--- src/rtl/interrupt_context_unit.sv ---
// interrupt_context_unit
// CPU-side responder for the interrupt controller's request/finish handshake.
// A rising edge on s_interruption latches the vector and marks a request pending.
// When the request is serviced, the return PC and the ALU flags are pushed onto a small
// hardware stack and the fetch unit is redirected to the vector. A reti pops the stack,
// restores PC and flags, and pulses s_finished back to the controller.
//
// Handshake: s_interruption is a level. Only its 0->1 edge raises a request, and dir_in is
// valid in that cycle. s_finished is a one-cycle pulse, issued for every successful return.
// pc_load and flags_restore are one-cycle strobes. pc_target and flags_out are meaningful
// while their strobes are high, and they hold their last value otherwise.
module interrupt_context_unit #(
   parameter int PC_W   = 10,
   parameter int FLAG_W = 2,
   parameter int DEPTH  = 4
) (
   input  logic                     clk,
   input  logic                     reset,
   input  logic                     s_interruption,
   input  logic [PC_W-1:0]          dir_in,
   input  logic                     int_enable,
   input  logic [PC_W-1:0]          pc_next,
   input  logic [FLAG_W-1:0]        flags_in,
   input  logic                     reti,
   output logic                     pc_load,
   output logic [PC_W-1:0]          pc_target,
   output logic                     flags_restore,
   output logic [FLAG_W-1:0]        flags_out,
   output logic                     s_finished,
   output logic                     in_isr,
   output logic [$clog2(DEPTH):0]   depth,
   output logic                     err_reti
);

   localparam int AW = $clog2(DEPTH);
   localparam int DW = AW + 1;
   localparam logic [DW-1:0] DEPTH_MAX = DW'(DEPTH);
   localparam logic [DW-1:0] ONE       = DW'(1);
   localparam logic [AW-1:0] IDX_ONE   = AW'(1);

   logic              req_q;
   logic              pending;
   logic [PC_W-1:0]   vec_q;
   logic [PC_W-1:0]   stack_pc    [DEPTH];
   logic [FLAG_W-1:0] stack_flags [DEPTH];

   logic              rise;
   logic              do_ret;
   logic              do_err;
   logic              do_enter;
   logic [AW-1:0]     push_idx;
   logic [AW-1:0]     pop_idx;

   // Decide this cycle's action. A return beats entry, and entry needs a free slot.
   always_comb begin
      rise     = 1'b0;
      do_ret   = 1'b0;
      do_err   = 1'b0;
      do_enter = 1'b0;
      push_idx = depth[AW-1:0];
      pop_idx  = depth[AW-1:0] - IDX_ONE;
      rise     = s_interruption & ~req_q;
      do_ret   = reti & (depth != '0);
      do_err   = reti & (depth == '0);
      do_enter = pending & int_enable & (depth < DEPTH_MAX) & ~reti;
   end

   // Request capture, depth tracking and the registered strobes and redirect values.
   always_ff @(posedge clk) begin
      if (reset) begin
         req_q         <= 1'b0;
         pending       <= 1'b0;
         vec_q         <= '0;
         depth         <= '0;
         in_isr        <= 1'b0;
         pc_load       <= 1'b0;
         pc_target     <= '0;
         flags_restore <= 1'b0;
         flags_out     <= '0;
         s_finished    <= 1'b0;
         err_reti      <= 1'b0;
      end else begin
         req_q <= s_interruption;
         // A new edge always wins over servicing, so a request that arrives in the
         // same cycle as an entry is kept for later.
         if (rise) begin
            pending <= 1'b1;
            vec_q   <= dir_in;
         end else if (do_enter) begin
            pending <= 1'b0;
         end
         pc_load       <= do_enter | do_ret;
         flags_restore <= do_ret;
         s_finished    <= do_ret;
         err_reti      <= do_err;
         if (do_ret) begin
            pc_target <= stack_pc[pop_idx];
            flags_out <= stack_flags[pop_idx];
            depth     <= depth - ONE;
            in_isr    <= (depth != ONE);
         end else if (do_enter) begin
            pc_target <= vec_q;
            depth     <= depth + ONE;
            in_isr    <= 1'b1;
         end
      end
   end

   // Return stack storage: write the interrupted context at the current depth on entry.
   always_ff @(posedge clk) begin
      if (reset) begin
         for (int i = 0; i < DEPTH; i++) begin
            stack_pc[i]    <= '0;
            stack_flags[i] <= '0;
         end
      end else if (do_enter) begin
         stack_pc[push_idx]    <= pc_next;
         stack_flags[push_idx] <= flags_in;
      end
   end

endmodule

--- config.mk ---
export PLATFORM = sky130hd
export DESIGN_NAME = interrupt_context_unit
export DESIGN_NICKNAME = d
export VERILOG_FILES = /design/src/rtl/interrupt_context_unit.sv
export SDC_FILE = /design/constraint.sdc
export NUM_CORES = 1
export LEC_CHECK = 0
export BUFFER_PORTS_ARGS = -buffer_cell sky130_fd_sc_hd__buf_4
export CORE_MARGIN = 4
export CORE_UTILIZATION = 60
export CTS_CLUSTER_SIZE = 24
export DETAILED_ROUTE_END_ITERATION = 6
export HOLD_SLACK_MARGIN = 0.06
export PLACE_DENSITY_LB_ADDON = 0.08
export SLEW_MARGIN = 10
export SYNTH_ARGS = -nofsm -noshare
export SYNTH_HDL_FRONTEND = slang
export SYNTH_SLANG_ARGS = --single-unit
--- constraint.sdc ---
create_clock -name clk -period 4.38 [get_ports clk]
set_clock_uncertainty 0.05 [all_clocks]
set_input_delay 0.876 -clock clk [delete_from_list [all_inputs] [get_ports clk]]
set_output_delay 0.876 -clock clk [all_outputs]
set_load 0.02 [all_outputs]
==> tab_implementation.tex <==
\begin{tabular}{lr}
\hline
Metric & Value \\
\hline
\multicolumn{2}{l}{\textbf{Clock tree}} \\
\quad Count of buffers added by post-CTS timing repair for setup & 0 \\
\quad Deepest clock path buffer count & 2 \\
\quad Number of H-tree levels & 3 \\
\quad Clock slew at reported path FFs & 0.08 ns \\
\quad Inserted Clock Buffers & 9 \\
\quad Hold-fix buffers, CTS & 0 \\
\quad Count of cells resized by post-cts repair & 0 \\
\quad Clock net sink count & 79 \\
\quad Clock tree from TritonCTS & built \\
\quad Worst skew pair latency & 0.35 ns \\
\quad Clk Tree Root Cell & clkbuf\_8 \\
\multicolumn{2}{l}{\textbf{Worst setup path}} \\
\quad Critical path endpoint category & flip-flop \\
\quad Crit Path Max Fanout & 22 \\
\quad List of cells traversed by the critical path & buf\_4 -> inv\_1 -> ha\_1 -> mux4\_2 -> a32oi\_1 -> a21oi\_1 \\
\quad Endpoint required time on the critical path & 4.56 ns \\
\quad Type of the worst setup path & flip-flop to flip-flop \\
\quad Maximum single-stage delay on the critical path & 0.68 ns \\
\quad CP delay by family, top & adder cells \\
\quad Critical Path Source Type & flip-flop \\
\quad Arrival time of data at the critical path endpoint & 2.63 ns \\
\quad Slowest cell on the critical path & ha\_1 \\
\quad Count of buffering cells on the critical path with inverters included & 2 \\
\multicolumn{2}{l}{\textbf{Cells and area}} \\
\quad Layout cell share with drive strength beyond 1 & 26.2\% \\
\quad Utilization after layout & 71.8\% \\
\quad Total of fill cells in the finished design & 391 \\
\quad Area growth from synthesis to layout & 13.5\% \\
\quad Count of nets after finishing & 347 \\
\quad Antenna diode count & 0 \\
\multicolumn{2}{l}{\textbf{GRT}} \\
\quad First-pass GRT wire length & 12500 µm \\
\quad Global-route usage over all layers & 23.4\% \\
\quad Initial antenna violation count & 0 \\
\quad Pin count of the biggest net entering global routing & 40 \\
\quad Vias in the first global route & 2259 \\
\quad Remaining Overflow, GRT & 0 \\
\multicolumn{2}{l}{\textbf{Place}} \\
\quad Final HPWL DP & 5280 µm \\
\quad Number of buffers inserted by port buffering & 46 \\
\quad Routability Congestion & 0.798 \\
\multicolumn{2}{l}{\textbf{Drt}} \\
\quad WL per Instance & 20.0 µm \\
\quad Vias per std cell & 6.00 \\
\quad DR pass1 iterations & 4 \\
\quad DRC errors left & 0 \\
\quad Number of routed nets with antenna violations & 0 \\
\quad Number of vias after detailed routing & 2358 \\
\quad Post-detailed-routing wire length & 7860 µm \\
\quad DRC marker count from the first detailed-route iteration & 138 \\
\multicolumn{2}{l}{\textbf{Logic synthesis}} \\
\quad Synthesized Nets & 312 \\
\quad Dominant cells by area after synthesis & edfxtp\_1, dfxtp\_1, and2\_1 \\
\quad Library cell occupying the most area in the post-synthesis netlist & edfxtp\_1 \\
\quad Number of warning messages in the yosys log & 0 \\
\quad Commonest cells post-synth & edfxtp\_1, and2\_1, dfxtp\_1 \\
\quad Area share of the largest cell type after synthesis & 40.6\% \\
\quad Async SR Flop Fraction & 0\% \\
\quad Sequential-to-total area share from yosys stat & 58.1\% \\
\quad Post-synth top flop & edfxtp\_1 \\
\quad Netlist Area Pre-Place & 3550 µm² \\
\quad Mean post-synth cell area & 12.6 µm² \\
\quad Yosys cell types & 41 \\
\quad Count leader, synth & edfxtp\_1 \\
\quad Number of synthesized register bits & 79 \\
\quad Number of enable-type register cells in the synthesized netlist & 48 \\
\quad Post-synthesis cell count & 281 \\
\multicolumn{2}{l}{\textbf{Timing}} \\
\quad Final hold violation count & 0 \\
\quad Unrepaired setup endpoints after global routing & false \\
\quad Final setup viols & 0 \\
\quad Least-Margin Pin Slew & 0.934 ns \\
\quad Worst-case headroom to the max-slew limit & 37.8\% \\
\quad Share of the clock period used by the worst path & 56.1\% \\
\quad Total count of max-transition violations in the final report & 0 \\
\quad Achievable clock frequency & 0.407 GHz \\
\quad Fin crit period & 2.46 ns \\
\quad Total negative slack for setup checks & 0 ns \\
\multicolumn{2}{l}{\textbf{Floorplan}} \\
\quad Placeable core region & 5610 µm² \\
\quad Die width & 84.9 µm \\
\quad Die Footprint & 7210 µm² \\
\quad Count of standard-cell rows & 27 \\
\quad I/O Pins & 47 \\
\quad Die Height & 84.9 µm \\
\quad Starting utilization of the core area & 63.3\% \\
\multicolumn{2}{l}{\textbf{Run}} \\
\quad Number of maximum-capacitance violations & 0 \\
\multicolumn{2}{l}{\textbf{Power}} \\
\quad Peak ir drop on the vdd network & 288 µV \\
\quad Cell area power density & 530 nW/µm² \\
\quad Leakage power & 1.55 nW \\
\multicolumn{2}{l}{\textbf{Run status}} \\
\quad Run status & finished clean \\
\multicolumn{2}{l}{\textbf{Worst hold path}} \\
\quad Worst hold path class & flip-flop to flip-flop \\
\hline
\end{tabular}
power by group:
group | internal (mW) | switching (mW)
clock | 0.258 | 0.267
sequential | 0.868 | 0.0557
combinational | 0.283 | 0.403
metal layers:
layer	global-route usage [%]	wire, µm	up-vias
met3	5.63	493	9
li1	-	-	1115
met2	37.1	3740	82
met1	31.6	3500	1152
met4	8.63	123	0
met5	0	0	-
cells in the final DEF, fill, tap and decap left out, types with 4 or more instances in the layout:
cell	Yosys	final
edfxtp_1	48	48
a21oi_1	20	20
dfxtp_1	31	31
and2_1	37	37
a211oi_1	4	4
clkbuf_8	0	9
nand3_1	5	5
mux4_2	9	9
mux2_2	6	6
nand2_1	22	22
buf_4	4	49
and3_1	12	12
ha_1	4	4
a32oi_1	9	9
inv_1	4	4
o211ai_1	9	9
sequential cells by signal, indices dropped and copies added, names as in the netlist:
signal and cells:
stack_pc 40, pc_target 10, vec_q 10, stack_flags 8, depth 3, flags_out 2
err_reti 1, in_isr 1, pc_load 1, pending 1, req_q 1, s_finished 1
kinds of logic after synthesis:
group | Yosys count | share of synthesized area [%]
simple gates | 100 | 17.4
flops | 79 | 58.1
compound gates | 53 | 10.1
buf+inv | 29 | 5.14
mux | 16 | 7.89
fa+ha+maj | 4 | 1.41
worst reg2reg max path, cell delays in order (launching register included):
cell and delay, ns:
dfxtp_1 0.31, buf_4 0.33, inv_1 0.23, ha_1 0.69
mux4_2 0.41, a32oi_1 0.22, a21oi_1 0.09
worst paths after layout:
check / startpoint / to / slack (ns) / cells past startpoint
setup / recovery: depth[0] / pc_target[9] / 1.92 / 6
setup reg to reg: depth[0] / pc_target[9] / 1.92 / 6
hold / removal: vec_q[7] / vec_q[7] / 0.42 / 2
hold reg to reg: vec_q[7] / vec_q[7] / 0.42 / 2
through the flow:
| stage | hold slack [ns] | cells | cell area [µm²] | total power, mW | worst slack (ns) |
|---|---|---|---|---|---|
| after floorplan | 0.386 | 281 | 3550 | 1.44 | 1.44 |
| after global placement | 0.401 | 377 | 3840 | 1.61 | 1.76 |
| after detailed placement | 0.406 | 377 | 3840 | 1.62 | 1.69 |
| after CTS | 0.420 | 393 | 4030 | 2.14 | 1.90 |
| after global routing | 0.446 | 393 | 4030 | 2.24 | 1.73 |
| final | 0.417 | 393 | 4030 | 2.13 | 1.92 |
layout make-up:
| class | instances | area, µm² | area share (%) |
|---|---|---|---|
| clock inverter | 7 | 63.8 | 1.58 |
| tap | 72 | 90.1 | 2.24 |
| sequential | 79 | 2060 | 51.2 |
| clock buffer | 9 | 124 | 3.07 |
| multi-input combinational | 173 | 1310 | 32.4 |
| timing repair buffer | 49 | 368 | 9.13 |
| inverter | 4 | 15.0 | 0.373 |
Note: power is estimated with default switching activity, not from simulation.
